$ cat src/rtl/draw_pkg.sv
// Screen geometry, widths, FSM states and mode constants shared by the
// framebuffer draw engines (rectangles, sprites, lines).
package draw_pkg;

  localparam int SCREEN_W = 640;
  localparam int SCREEN_H = 480;
  localparam int ADDR_W   = 19;
  localparam int COLOR_W  = 3;
  localparam int DIM_W    = 10;

  typedef enum logic [1:0] {
    IDLE   = 2'd0,
    SETUP  = 2'd1,
    DRAW   = 2'd2,
    FINISH = 2'd3
  } draw_state_t;

  localparam logic MODE_FILL    = 1'b0;
  localparam logic MODE_OUTLINE = 1'b1;

endpackage

$ cat src/rtl/rect_clip.sv
// Clips a rectangle against the screen: exclusive end column/row (one bit
// wider than the inputs so x+w cannot overflow) and a nothing-to-draw flag.
module rect_clip #(
  parameter int SCREEN_W = draw_pkg::SCREEN_W,
  parameter int SCREEN_H = draw_pkg::SCREEN_H,
  parameter int DIM_W    = draw_pkg::DIM_W
) (
  input  logic [DIM_W-1:0] x,
  input  logic [DIM_W-1:0] y,
  input  logic [DIM_W-1:0] rect_w,
  input  logic [DIM_W-1:0] rect_h,
  output logic [DIM_W:0]   x_end,
  output logic [DIM_W:0]   y_end,
  output logic             empty
);

  localparam logic [DIM_W:0] SW = (DIM_W+1)'(SCREEN_W);
  localparam logic [DIM_W:0] SH = (DIM_W+1)'(SCREEN_H);

  logic [DIM_W:0] x_sum;
  logic [DIM_W:0] y_sum;

  assign x_sum = {1'b0, x} + {1'b0, rect_w};
  assign y_sum = {1'b0, y} + {1'b0, rect_h};

  assign x_end = (x_sum > SW) ? SW : x_sum;
  assign y_end = (y_sum > SH) ? SH : y_sum;

  assign empty = (rect_w == '0) || (rect_h == '0) ||
                 ({1'b0, x} >= SW) || ({1'b0, y} >= SH);

endmodule

$ cat src/rtl/rect_draw_engine.sv
// Draws a filled or outline rectangle into the frame memory write port,
// one pixel per cycle, clipped to the screen, with a start/busy/done handshake.
module rect_draw_engine #(
  parameter int SCREEN_W = draw_pkg::SCREEN_W,
  parameter int SCREEN_H = draw_pkg::SCREEN_H,
  parameter int ADDR_W   = draw_pkg::ADDR_W,
  parameter int COLOR_W  = draw_pkg::COLOR_W,
  parameter int DIM_W    = draw_pkg::DIM_W
) (
  input  logic               clock,
  input  logic               reset,
  input  logic               start,
  input  logic [DIM_W-1:0]   x,
  input  logic [DIM_W-1:0]   y,
  input  logic [DIM_W-1:0]   rect_w,
  input  logic [DIM_W-1:0]   rect_h,
  input  logic [COLOR_W-1:0] color,
  input  logic               mode,
  output logic               busy,
  output logic               done,
  output logic [ADDR_W-1:0]  mem_waddr,
  output logic [COLOR_W-1:0] mem_wdata,
  output logic               mem_wenable
);
  import draw_pkg::*;

  localparam logic [ADDR_W-1:0] SW_ADDR = ADDR_W'(SCREEN_W);
  localparam logic [31:0]       SW_BITS = 32'(SCREEN_W);
  localparam logic [DIM_W:0]    ONE     = (DIM_W+1)'(1);

  draw_state_t state_q, next_state;

  logic [DIM_W-1:0]   x_r, y_r, w_r, h_r;
  logic [COLOR_W-1:0] color_r;
  logic               mode_r;
  logic [DIM_W:0]     x_end_q, y_end_q, col_q, row_q;
  logic [ADDR_W-1:0]  row_base_q;

  logic [DIM_W:0]     clip_x_end, clip_y_end;
  logic               clip_empty;
  logic [ADDR_W-1:0]  row_base_init, pixel_addr;
  logic [DIM_W:0]     x_ext, y_ext, bottom_row, col_step, row_step;
  logic               outline, middle_row, jump, row_wrap, last_row;

  rect_clip #(
    .SCREEN_W(SCREEN_W),
    .SCREEN_H(SCREEN_H),
    .DIM_W   (DIM_W)
  ) u_clip (
    .x     (x_r),
    .y     (y_r),
    .rect_w(w_r),
    .rect_h(h_r),
    .x_end (clip_x_end),
    .y_end (clip_y_end),
    .empty (clip_empty)
  );

  // y*SCREEN_W as a sum of shifted copies of y, one per set bit of the stride
  always_comb begin
    row_base_init = '0;
    for (int b = 0; b < ADDR_W; b++) begin
      if (SW_BITS[b]) row_base_init = row_base_init + (ADDR_W'(y_r) << b);
    end
  end

  // Outline middle rows visit only the left column and the unclipped right column
  assign x_ext      = {1'b0, x_r};
  assign y_ext      = {1'b0, y_r};
  assign bottom_row = y_ext + {1'b0, h_r} - ONE;
  assign outline    = (mode_r != MODE_FILL);
  assign middle_row = outline && (row_q != y_ext) && (row_q != bottom_row);
  assign jump       = middle_row && (col_q == x_ext) && (w_r > DIM_W'(1));
  assign col_step   = jump ? (x_ext + {1'b0, w_r} - ONE) : (col_q + ONE);
  assign row_step   = row_q + ONE;
  assign row_wrap   = (col_step >= x_end_q);
  assign last_row   = (row_step >= y_end_q);
  assign pixel_addr = row_base_q + ADDR_W'(col_q);

  always_ff @(posedge clock) begin
    if (reset) state_q <= IDLE;
    else       state_q <= next_state;
  end

  always_comb begin
    next_state = state_q;
    case (state_q)
      IDLE:    if (start) next_state = SETUP;
      SETUP:   next_state = clip_empty ? FINISH : DRAW;
      DRAW:    if (row_wrap && last_row) next_state = FINISH;
      FINISH:  next_state = IDLE;
      default: next_state = IDLE;
    endcase
  end

  always_ff @(posedge clock) begin
    if (reset) begin
      busy        <= 1'b0;
      done        <= 1'b0;
      mem_wenable <= 1'b0;
      mem_waddr   <= '0;
      mem_wdata   <= '0;
      x_r         <= '0;
      y_r         <= '0;
      w_r         <= '0;
      h_r         <= '0;
      color_r     <= '0;
      mode_r      <= 1'b0;
      x_end_q     <= '0;
      y_end_q     <= '0;
      col_q       <= '0;
      row_q       <= '0;
      row_base_q  <= '0;
    end else begin
      busy        <= (next_state != IDLE);
      done        <= (state_q == FINISH);
      mem_wenable <= 1'b0;
      case (state_q)
        IDLE: begin
          if (start) begin
            x_r     <= x;
            y_r     <= y;
            w_r     <= rect_w;
            h_r     <= rect_h;
            color_r <= color;
            mode_r  <= mode;
          end
        end
        SETUP: begin
          x_end_q    <= clip_x_end;
          y_end_q    <= clip_y_end;
          row_base_q <= row_base_init;
          col_q      <= x_ext;
          row_q      <= y_ext;
        end
        DRAW: begin
          mem_wenable <= 1'b1;
          mem_waddr   <= pixel_addr;
          mem_wdata   <= color_r;
          if (row_wrap) begin
            col_q      <= x_ext;
            row_q      <= row_step;
            row_base_q <= row_base_q + SW_ADDR;
          end else begin
            col_q <= col_step;
          end
        end
        default: ;
      endcase
    end
  end

endmodule

$ cat config.mk
export PLATFORM = sky130hd
export DESIGN_NAME = rect_draw_engine
export DESIGN_NICKNAME = d
export VERILOG_FILES = /design/src/rtl/draw_pkg.sv /design/src/rtl/rect_clip.sv /design/src/rtl/rect_draw_engine.sv
export SDC_FILE = /design/constraint.sdc
export NUM_CORES = 1
export LEC_CHECK = 0
export ABC_AREA = 1
export BUFFER_PORTS_ARGS = -buffer_cell sky130_fd_sc_hd__buf_2
export CAP_MARGIN = 20
export CORE_UTILIZATION = 53
export CTS_CLUSTER_SIZE = 30
export DETAILED_ROUTE_END_ITERATION = 10
export GPL_TIMING_DRIVEN = 0
export PLACE_DENSITY = 0.72
export SYNTH_ARGS = -nofsm -noshare
export SYNTH_HDL_FRONTEND = slang
export SYNTH_SLANG_ARGS = --single-unit
$ cat constraint.sdc
create_clock -name clock -period 6.16 [get_ports clock]
set_input_delay 1.232 -clock clock [delete_from_list [all_inputs] [get_ports clock]]
set_output_delay 1.232 -clock clock [all_outputs]
set_load 0.05 [all_outputs]
Word level (Yosys, flattened, before mapping)
Index checks and enable logic that the tools add are counted.
Operators by class
  add/sub/neg operators: 9
  multipliers: 0
  divide/modulo/power cells: 0
  $lt $le $gt $ge: 7
  equal/unequal tests: 7
  shift operators: 0
  multiplexer cells: 14
  bitwise gates (word level): 0
  reduce and logical (&&, ||, !) cells: 15
Operators by type and width (number)
  11-bit 2-to-1 mux: 5
  11-bit one-hot mux with 2 select lines: 2
  19-bit one-hot mux with 2 select lines: 1
  10-bit by 10-bit adder with 11-bit output: 2
  11-bit by 1-bit adder with 11-bit output (second input constant): 2
  11-bit greater-or-equal comparator: 2
  11-bit by 1-bit subtractor with 11-bit output (second input constant): 2
  10-bit zero test: 2
  17-bit by 19-bit adder with 19-bit output: 1
  19-bit by 10-bit adder with 19-bit output (second input constant): 1
  19-bit by 11-bit adder with 19-bit output: 1
  19-bit 2-to-1 mux: 1
  11-bit by 10-bit equality test with 1-bit output: 1
  11-bit by 10-bit > comparator with 1-bit output (second input constant): 1
  11-bit by 9-bit > comparator with 1-bit output (second input constant): 1
  11-bit by 10-bit inequality test with 1-bit output: 1
  11-bit inequality test: 1
  10-bit greater-or-equal comparator (second input constant): 1
  10-bit by 9-bit greater-or-equal comparator with 1-bit output (second input constant): 1
  10-bit by 1-bit > comparator with 1-bit output (second input constant): 1
  2-bit one-hot mux with 4 select lines: 1
  1-bit logical AND: 5
  2-bit equality test (second input constant): 2
  2-bit 2-to-1 mux: 2
  other kinds (7): 12
Word-level totals
  bits in registers: 134
  bits in latches: 0
  bits in writable memories: 0
  bits in read-only memories: 0
  input bits: 47
  logic and storage cells: 69
  memories kept: 0

Depth between registers and ports, before layout
Gate-level depths: netlist (run 1).
  depth in word-level cells: 12
  gate-level depth with buffers: 34
  gate-level depth less buffers: 32

Modules after synthesis
From an unflattened synthesis (run 1), not the netlist that was laid out.
Second synthesis, totals
  cells, all modules: 1483
  area total of the unflattened synthesis: 9895.7 um^2
By module, submodules not included
  rect_draw_engine: instances 1, cells an instance 1222, area each 8518.2 um^2, seq. area each 2542.4 um^2
  rect_clip: instances 1, cells an instance 261, area each 1377.6 um^2, seq. area each 0.0 um^2

Least setup slack after synthesis (run 1)
No wires, ideal clock.
  path kind: flip-flop to flip-flop
  start: reg y_r[0]
  end: reg row_base_q[12]
  data arrival time: 4359 ps
  required time: 6023 ps
  path slack: 1664 ps
  stages on the path, launching flop included: 30
  clock period less this slack: 4496 ps
  path through: dfxtp_1 ha_1 inv_1 fa_1 ha_1 inv_1 nor2_2 nand3_2 nor2_2 nand3_2 nor2_4 nand2_1 nand2_1 inv_1 nor2_2 nand3_2 nand2_2 buf_6 nand2_1 nand2_1 inv_1 ha_1 nand4_1 o311ai_0 nor2_1 a21oi_1 inv_1 clkbuf_1 a211oi_1 a211oi_1
On the way
  word-level cells in the longest chain between the ends: 10
RTL lines
  start: declaration: line rect_draw_engine.sv:33  | logic [DIM_W-1:0] x_r, y_r, w_r, h_r;
  start signal: assignment: line rect_draw_engine.sv:122  | y_r <= y;
  10-bit by 10-bit adder with 11-bit output: line rect_draw_engine.sv:70  | assign bottom_row = y_ext + {1'b0, h_r} - ONE;
  11-bit by 1-bit subtractor with 11-bit output: line rect_draw_engine.sv:70
  11-bit inequality test: line rect_draw_engine.sv:72  | assign middle_row = outline && (row_q != y_ext) && (row_q != bottom_row);
  1-bit logical AND: line rect_draw_engine.sv:72
  1-bit logical AND (2 in series): line rect_draw_engine.sv:73  | assign jump = middle_row && (col_q == x_ext) && (w_r > DIM_W'(1));
  11-bit 2-to-1 mux: line rect_draw_engine.sv:74  | assign col_step = jump ? (x_ext + {1'b0, w_r} - ONE) : (col_q + ONE);
  11-bit greater-or-equal comparator: line rect_draw_engine.sv:76  | assign row_wrap = (col_step >= x_end_q);
  2-bit inequality test (no source line)
  2-bit AND reduction (no source line)
  end signal: assignment: line rect_draw_engine.sv:132  | row_base_q <= row_base_init;
  end signal: assignment: line rect_draw_engine.sv:143  | row_base_q <= row_base_q + SW_ADDR;
  end: declaration: line rect_draw_engine.sv:37  | logic [ADDR_W-1:0] row_base_q;
Several ways; a longest one is shown, not always the timed one.
A chain may end at the register's enable or synchronous reset.

Worst setup path after layout (run 1)
  start: reg y_r[0]
  end: reg row_q[0]
On the way
  word-level cells in the longest chain between the ends: 10
RTL lines
  10-bit by 10-bit adder with 11-bit output: line rect_draw_engine.sv:70
  11-bit by 1-bit subtractor with 11-bit output: line rect_draw_engine.sv:70
  11-bit inequality test: line rect_draw_engine.sv:72
  1-bit logical AND: line rect_draw_engine.sv:72
  1-bit logical AND (2 in series): line rect_draw_engine.sv:73
  11-bit 2-to-1 mux: line rect_draw_engine.sv:74
  11-bit greater-or-equal comparator: line rect_draw_engine.sv:76
  2-bit inequality test (no source line)
  2-bit AND reduction (no source line)
  end signal: assignment: line rect_draw_engine.sv:134  | row_q <= y_ext;
  end signal: assignment: line rect_draw_engine.sv:142  | row_q <= row_step;
  end: declaration: line rect_draw_engine.sv:36  | logic [DIM_W:0] x_end_q, y_end_q, col_q, row_q;
Several ways; a longest one is shown, not always the timed one.

==> out/metrics.yaml, run 1 <==
die_x_um: 129
syn_nets: 1382
antenna_found_initial: 1
ir_worst_vdd_v: 0.000209
syn_area_per_cell_um2: 6.71
post_cts_buffers: 0
clkPwrFrac: 0.356
worstHoldPathCells: 2
drt-initial-drc-count: 623
crit_type: "flop to flop"
wirelength_um: 25300
p_seq_frac: 0.328
path_buf_inv: 8
status: "finished clean"
drtPass1Iterations: 6
pwr-share-comb: 0.317
ys.flop_type: "dfxtp_1"
globalplace.congestion: 0.967
synth_common_cells: "241 x nand2_1, 161 x inv_1, 157 x nor2_1"
synth_warnings: 0
htree_levels: 4
regArea_mm2: 0.00254
crit_path_end_kind: "flop"
relSlewSlack: 0.332
finalClockSkew_ps: 8.61
rsz0062_at_grt: "false"
seq_area_frac_synth: 0.299
p_per_area_mw_per_mm2: 314
placedInstanceArea_mm2: 0.00914
maxCapViolCount: 0
max_freq_ghz: 0.177
switchingPower_w: 0.00114
cp-start-kind: "flop"
dpl.hpwl_um: 19700
crit_path_max_fanout: 10
clkTransAtPathRegs_ps: 60
cts_tree: "done"
multi_input_area_mm2: 0.00514
ys_ff_latch: 127
cp.arrival_ps: 6000
core_area_mm2: 0.0154
min_period_ps: 5650
rr_worst_depth: 32
clock_latency_ps: 420
fin_cells: 1584
yosys.area.top_type: "dfxtp_1"
synth.most_common_cell: "nand2_1"
cpPeakStageDelay_ps: 550
vias_per_cell: 5.51
cts-root-buf: "clkbuf_16"
clockBufferDepth: 2
hold_class: "flop to flop"
cp.depth: 32
die_area_mm2: 0.0166
final_util: 0.634
grt_usage: 0.318
antenna_left: 0
internal-power_w: 0.00193
p_leak_nw: 4.64
drc_errors: 0
grt_pass1_wl_um: 40400
synth-edff-count: 0
grt_max_degree: 17
finalHoldViolCount: 0
crit_slowest_cell: "fa_1"
final_net_count: 1473
pin_count: 72
fin_ws_ps: 506
grt_pass1_vias: 8172
die_h_um: 129
finalSetupTns_ps: 0
final_cell_area_mm2: 0.00978
syn_to_final_growth_pct: 14.9
clock_sinks: 127
p_sw_frac: 0.370
syn_area_mm2: 0.00851
wl_per_cell_um: 16.0
async_reset_ff_frac: 0
placedCellCount: 1551
cts_inserted_buffers: 17
row_count: 45
fill_cells: 1491
overflow: 0
required_ps: 6510
drive_gt1_frac: 0.109
synth_top_area_frac: 0.299
start_util: 0.552
place_ws_ps: 456
cp_common_cell: "inv_1"
synthTopCellsByArea: "dfxtp_1 30%, nand2_1 11%, ha_1 9.4%"
synth_cell_types: 46
vias: 8726
synth_cells: 1268
io_buffer_count: 71
setup_viol: 0
worst_pin_slew_ps: 987
slew_viol_final: 0
critPathTopFamily: "simple AND/OR/NAND/NOR gates"
period_share: 0.918
==> through the flow <==
stage / power (W) / hold slack (ps)
after detailed placement: 0.00197 / 438
after global placement: 0.00195 / 433
after floorplan: 0.00171 / 422
after global routing: 0.00324 / 465
after CTS: 0.00306 / 447
final: 0.00307 / 443
==> worst min-delay path, delay by kind of cell (launching register included) <==
family                 cells  cell delay, ps
flip-flops                 1             300
AND/OR/NAND/NOR            1              40
buffers and inverters      1              60
==> state kept, by name, summed over array words and instances (netlist names), 2 cells and up <==
signal,flops
mem_wdata,3
h_r,10
y_end_q,11
color_r,3
y_r,10
row_q,11
col_q,11
mem_waddr,19
row_base_q,12
x_r,10
state_q,2
x_end_q,11
w_r,10
==> layout by cell type (no fill, tap or decap), drive strengths merged, types with 14 or more instances in the layout <==
cell type,synthesis,routed
nor2,166,166
inv,164,168
a31oi,16,16
clkbuf,45,62
ha,64,64
dfxtp,127,127
nand4,18,18
nand2,252,252
a21oi,90,90
buf,7,78
xnor2,14,14
o21ai,114,114
nand3,76,76
xor2,29,29
==> final cells by class <==
cell class | count | area share
multi-input cells | 924 | 0.526
flip-flops and latches | 127 | 0.260
inverters | 165 | 0.0633
clock buffers | 17 | 0.0435
repair buffers | 72 | 0.0374
well taps | 211 | 0.0270
plain buffers | 52 | 0.0217
clock inverters | 15 | 0.0211
diodes | 1 | 0.000256
==> power groups by stage <==
stage          clock network, W  logic (W)  registers (W)
4_1_cts                 0.00110   0.000962        0.00100
5_1_grt                 0.00113    0.00110        0.00101
3_5_place_dp                  0   0.000954        0.00102
6_report                0.00109   0.000973        0.00101
2_1_floorplan                 0   0.000693        0.00102
3_3_place_gp                  0   0.000926        0.00102
==> kinds of logic (layout without fill, tap and decap cells) <==
logic type | count (synthesis) | in the layout | synth area share
adder cells (fa/ha/maj) | 67 | 67 | 0.101
AO/OA/AOI/OAI | 273 | 273 | 0.183
AND/OR/NAND/NOR | 541 | 541 | 0.275
flip-flops | 127 | 127 | 0.299
other | 0 | 1 | 0
XOR/XNOR | 43 | 43 | 0.0442
buffers and inverters | 217 | 321 | 0.0977
==> path summary, 6_finish.rpt <==
| path | end | slack (ps) | from |
|---|---|---|---|
| setup / recovery | row_q[0] | 510 | y_r[0] |
| hold / removal | x_end_q[10] | 440 | x_end_q[10] |
| setup reg to reg | row_q[0] | 510 | y_r[0] |
| hold reg to reg | x_end_q[10] | 440 | x_end_q[10] |
==> metal layers <==
layer  track usage  share of wire  up-vias
li1              -              -     4400
met1         0.392           0.44     3996
met2         0.545           0.47      270
met3        0.0524          0.047       60
met4         0.146          0.039        0
met5             0              0        -
==> timing repair <==
item | 4_1_cts | 5_1_grt
gates resized for setup | 0 | 1
setup endpoints to repair | 0 | 20
hold buffers | 0 | 0
Power figures use the tool's default switching activity.
==> inputs of run 2 (changes only) <==
- ABC_AREA: 1 -> default
- PLACE_DENSITY: 0.72 -> 0.74
- SYNTH_HIERARCHICAL: default -> 1
- clock period: 6.16 -> 4.8 ns (I/O delays scaled with it)
==> run 2 against run 1 <==
  * Final area rose by 18%
  * Die area rose by 11%
  * Global-route usage fell by 1.8 points
  * The run now ends with negative setup slack left
  * Combinational power rose to 3.4 times the previous value
  * Register-to-register slack got worse by 930 ps
  * Highest routed layer unchanged
  * Critical endpoint is now row_base_q[13]
  * Clock power rose by 28%
  * First-iteration DRC count rose by 27%
  * Clock skew fell by 0.97 ps
==> out/metrics.yaml, run 2 <==
status: "finished with violations"  # was finished clean
violations: "negative setup slack"
antenna_found_initial: 0  # was 1
dpl.hpwl_um: 19100  # was 19700 um
synth-edff-count: 0  # unchanged
cp-start-kind: "flop"  # unchanged
grt_pass1_wl_um: 42500  # was 40400 um
whs_ps: 455  # was 443 ps
mostFrequentLayoutCells: "126 x nand2_1, 116 x dfxtp_1, 111 x inv_1"  # was 241 x nand2_1, 161 x inv_1, 157 x nor2_1
place_ws_ps: -889  # was 456 ps
start_util: 0.545  # was 0.552
final_net_count: 1469  # was 1473
grt-busiest-layer: "met2"  # unchanged
period_share: 1.09  # was 0.918
synth_warnings: 6  # was 0
cts-root-buf: "clkbuf_16"  # unchanged
htree_levels: 4  # unchanged
slew_viol_final: 0  # unchanged
crit_path_max_fanout: 4  # was 10
max_freq_ghz: 0.191  # was 0.177 GHz
fin_ws_ps: -423  # was 506 ps
clock_sinks: 127  # unchanged
pin_count: 72  # unchanged
antenna_left: 0  # unchanged
final_util: 0.664  # was 0.634
grt_util_met3: 0.0576  # was 0.0524
die_x_um: 136  # was 129 um
finalClockSkew_ps: 7.63  # was 8.61 ps
syn_area_per_cell_um2: 7.96  # was 6.71 um^2
die_area_mm2: 0.0184  # was 0.0166 mm^2
syn_area_mm2: 0.00945  # was 0.00851 mm^2
synth_top_area_frac: 0.269  # was 0.299
drt-initial-drc-count: 790  # was 623
syn_to_final_growth_pct: 22.0  # was 14.9%
vias_per_cell: 5.82  # was 5.51
vias: 9043  # was 8726
ir_worst_vdd_v: 0.000344  # was 0.000209 V
clockBufferDepth: 2  # unchanged
overflow: 0  # unchanged
worstHoldPathCells: 2  # unchanged
setup_viol: 36  # was 0
placedInstanceArea_mm2: 0.0101  # was 0.00914 mm^2
clkTransAtPathRegs_ps: 60  # about the same
required_ps: 5120  # was 6510 ps
core_area_mm2: 0.0174  # was 0.0154 mm^2
clock_latency_ps: 430  # was 420 ps
rr_worst_depth: 21  # was 32
grt_pass1_vias: 8636  # was 8172
synthTopCellsByArea: "dfxtp_1 27%, ha_1 13%, nand2_1 5.4%"  # was dfxtp_1 30%, nand2_1 11%, ha_1 9.4%
drtPass1Iterations: 5  # was 6
ys_ff_latch: 127  # unchanged
finalSetupTns_ps: -9720  # was 0 ps
die_h_um: 136  # was 129 um
grtUsageMet2: 0.504  # was 0.545
grtUsageMet1: 0.357  # was 0.392
seq_area_frac_synth: 0.269  # was 0.299
synth_cell_types: 74  # was 46
final_common_cell: "nand2_1"  # unchanged
grt_usage: 0.301  # was 0.318
drive_gt1_frac: 0.183  # was 0.109
yosys.area.top_type: "dfxtp_1"  # unchanged
p_leak_nw: 5.15  # was 4.64 nW
min_period_ps: 5220  # was 5650 ps
cts_inserted_buffers: 17  # unchanged
drc_errors: 0  # unchanged
wirelength_um: 27600  # was 25300 um
cts_hold_repair.buffers: 0  # unchanged
rsz0062_at_grt: "true"  # was false
p_per_area_mw_per_mm2: 533  # was 314 mW/mm^2
maxCapViolCount: 0  # unchanged
io_buffer_count: 71  # unchanged
largest_register_ffs: 19  # unchanged
grt_max_degree: 17  # unchanged
wl_per_cell_um: 17.8  # was 16.0 um
ys.flop_type: "dfxtp_1"  # unchanged
hold_class: "flop to flop"  # unchanged
row_count: 48  # was 45
synth.most_common_cell: "nand2_1"  # unchanged
cp.arrival_ps: 5550  # was 6000 ps
globalplace.congestion: 0.963  # was 0.967
crit_type: "flop to flop"  # unchanged
largest_register: "mem_waddr"  # unchanged
n_antenna_cell: 0  # was 1
synth_cells: 1188  # was 1268
reg_top3: "mem_waddr: 19 flops, row_base_q: 12 flops"  # unchanged
relSlewSlack: 0.453  # was 0.332
finalHoldViolCount: 0  # unchanged
cts_tree: "done"  # unchanged
async_reset_ff_frac: 0  # unchanged
synth_common_cells: "136 x nand2_1, 127 x dfxtp_1, 116 x inv_1"  # was 241 x nand2_1, 161 x inv_1, 157 x nor2_1
final_cell_area_mm2: 0.0115  # was 0.00978 mm^2
worst_pin_slew_ps: 820  # was 987 ps
crit_path_end_kind: "flop"  # unchanged
[run 2: worst paths after layout]
kind / startpoint / end / slack (ps)
worst min-delay path: color_r[0] / color_r[0] / 460
worst min register to register: color_r[0] / color_r[0] / 460
worst max-delay path: y_r[1] / row_base_q[13] / -420
worst max register to register: y_r[1] / row_base_q[13] / -420
[run 2: report_power, final]
group,switching (W),internal [W]
combinational,0.00188,0.00146
clock,0.000490,0.000908
sequential,0.000197,0.00121
[run 2: stage by stage]
stage,power [W],std cells
after floorplan,0.00325,1190
after CTS,0.00575,1542
final,0.00615,1555
after detailed placement,0.00384,1486
after global placement,0.00379,1486
after global routing,0.00647,1555
[run 2: cell type report]
type,count,area [um^2]
multi-input combinational,889,6590
timing repair buffer,108,724
sequential,127,2570
inverter,117,444
tap,225,282
fill,1405,5830
clock buffer,22,474
clock inverter,10,159
buffer,57,284
[run 2: logic make-up after synthesis]
kind of cell	after synthesis	synth area share
and+or+nand+nor	388	0.190
AOI/OAI and AO/OA	241	0.173
buffers and inverters	174	0.0747
DFF	127	0.269
adders and majority gates	105	0.143
xor gates and xnor gates	101	0.0944
muxes	51	0.0548
other	1	0.000397
[run 2: metal layers]
layer | routed length (um) | part of all wire
met1 | 11100 | 0.40
met2 | 12800 | 0.46
met3 | 2140 | 0.077
met4 | 1570 | 0.057
met5 | 0 | 0
[run 2: timing repair]
item                       in CTS  in global routing
setup endpoints to repair      36                 36
gates resized for setup        67                 50
setup buffers                  23                 12
pin swaps                      49                 34
gates cloned                    1                  2
[run 2: worst max-delay path, cell delays in order (launching register included)]
cell       delay (ps)
dfxtp_4           390
inv_4              50
ha_4              240
inv_4              50
ha_4              130
inv_2              40
fa_2              380
xnor2_2           150
xnor2_1           180
or3_1             380
or3_4             350
a2111oi_4         270
a41oi_4           260
mux2i_2           230
ha_1              330
nand4_1           130
a211o_1           340
a22oi_2           240
o211ai_1          200
buf_4             190
or3_1             310
a311oi_1          280
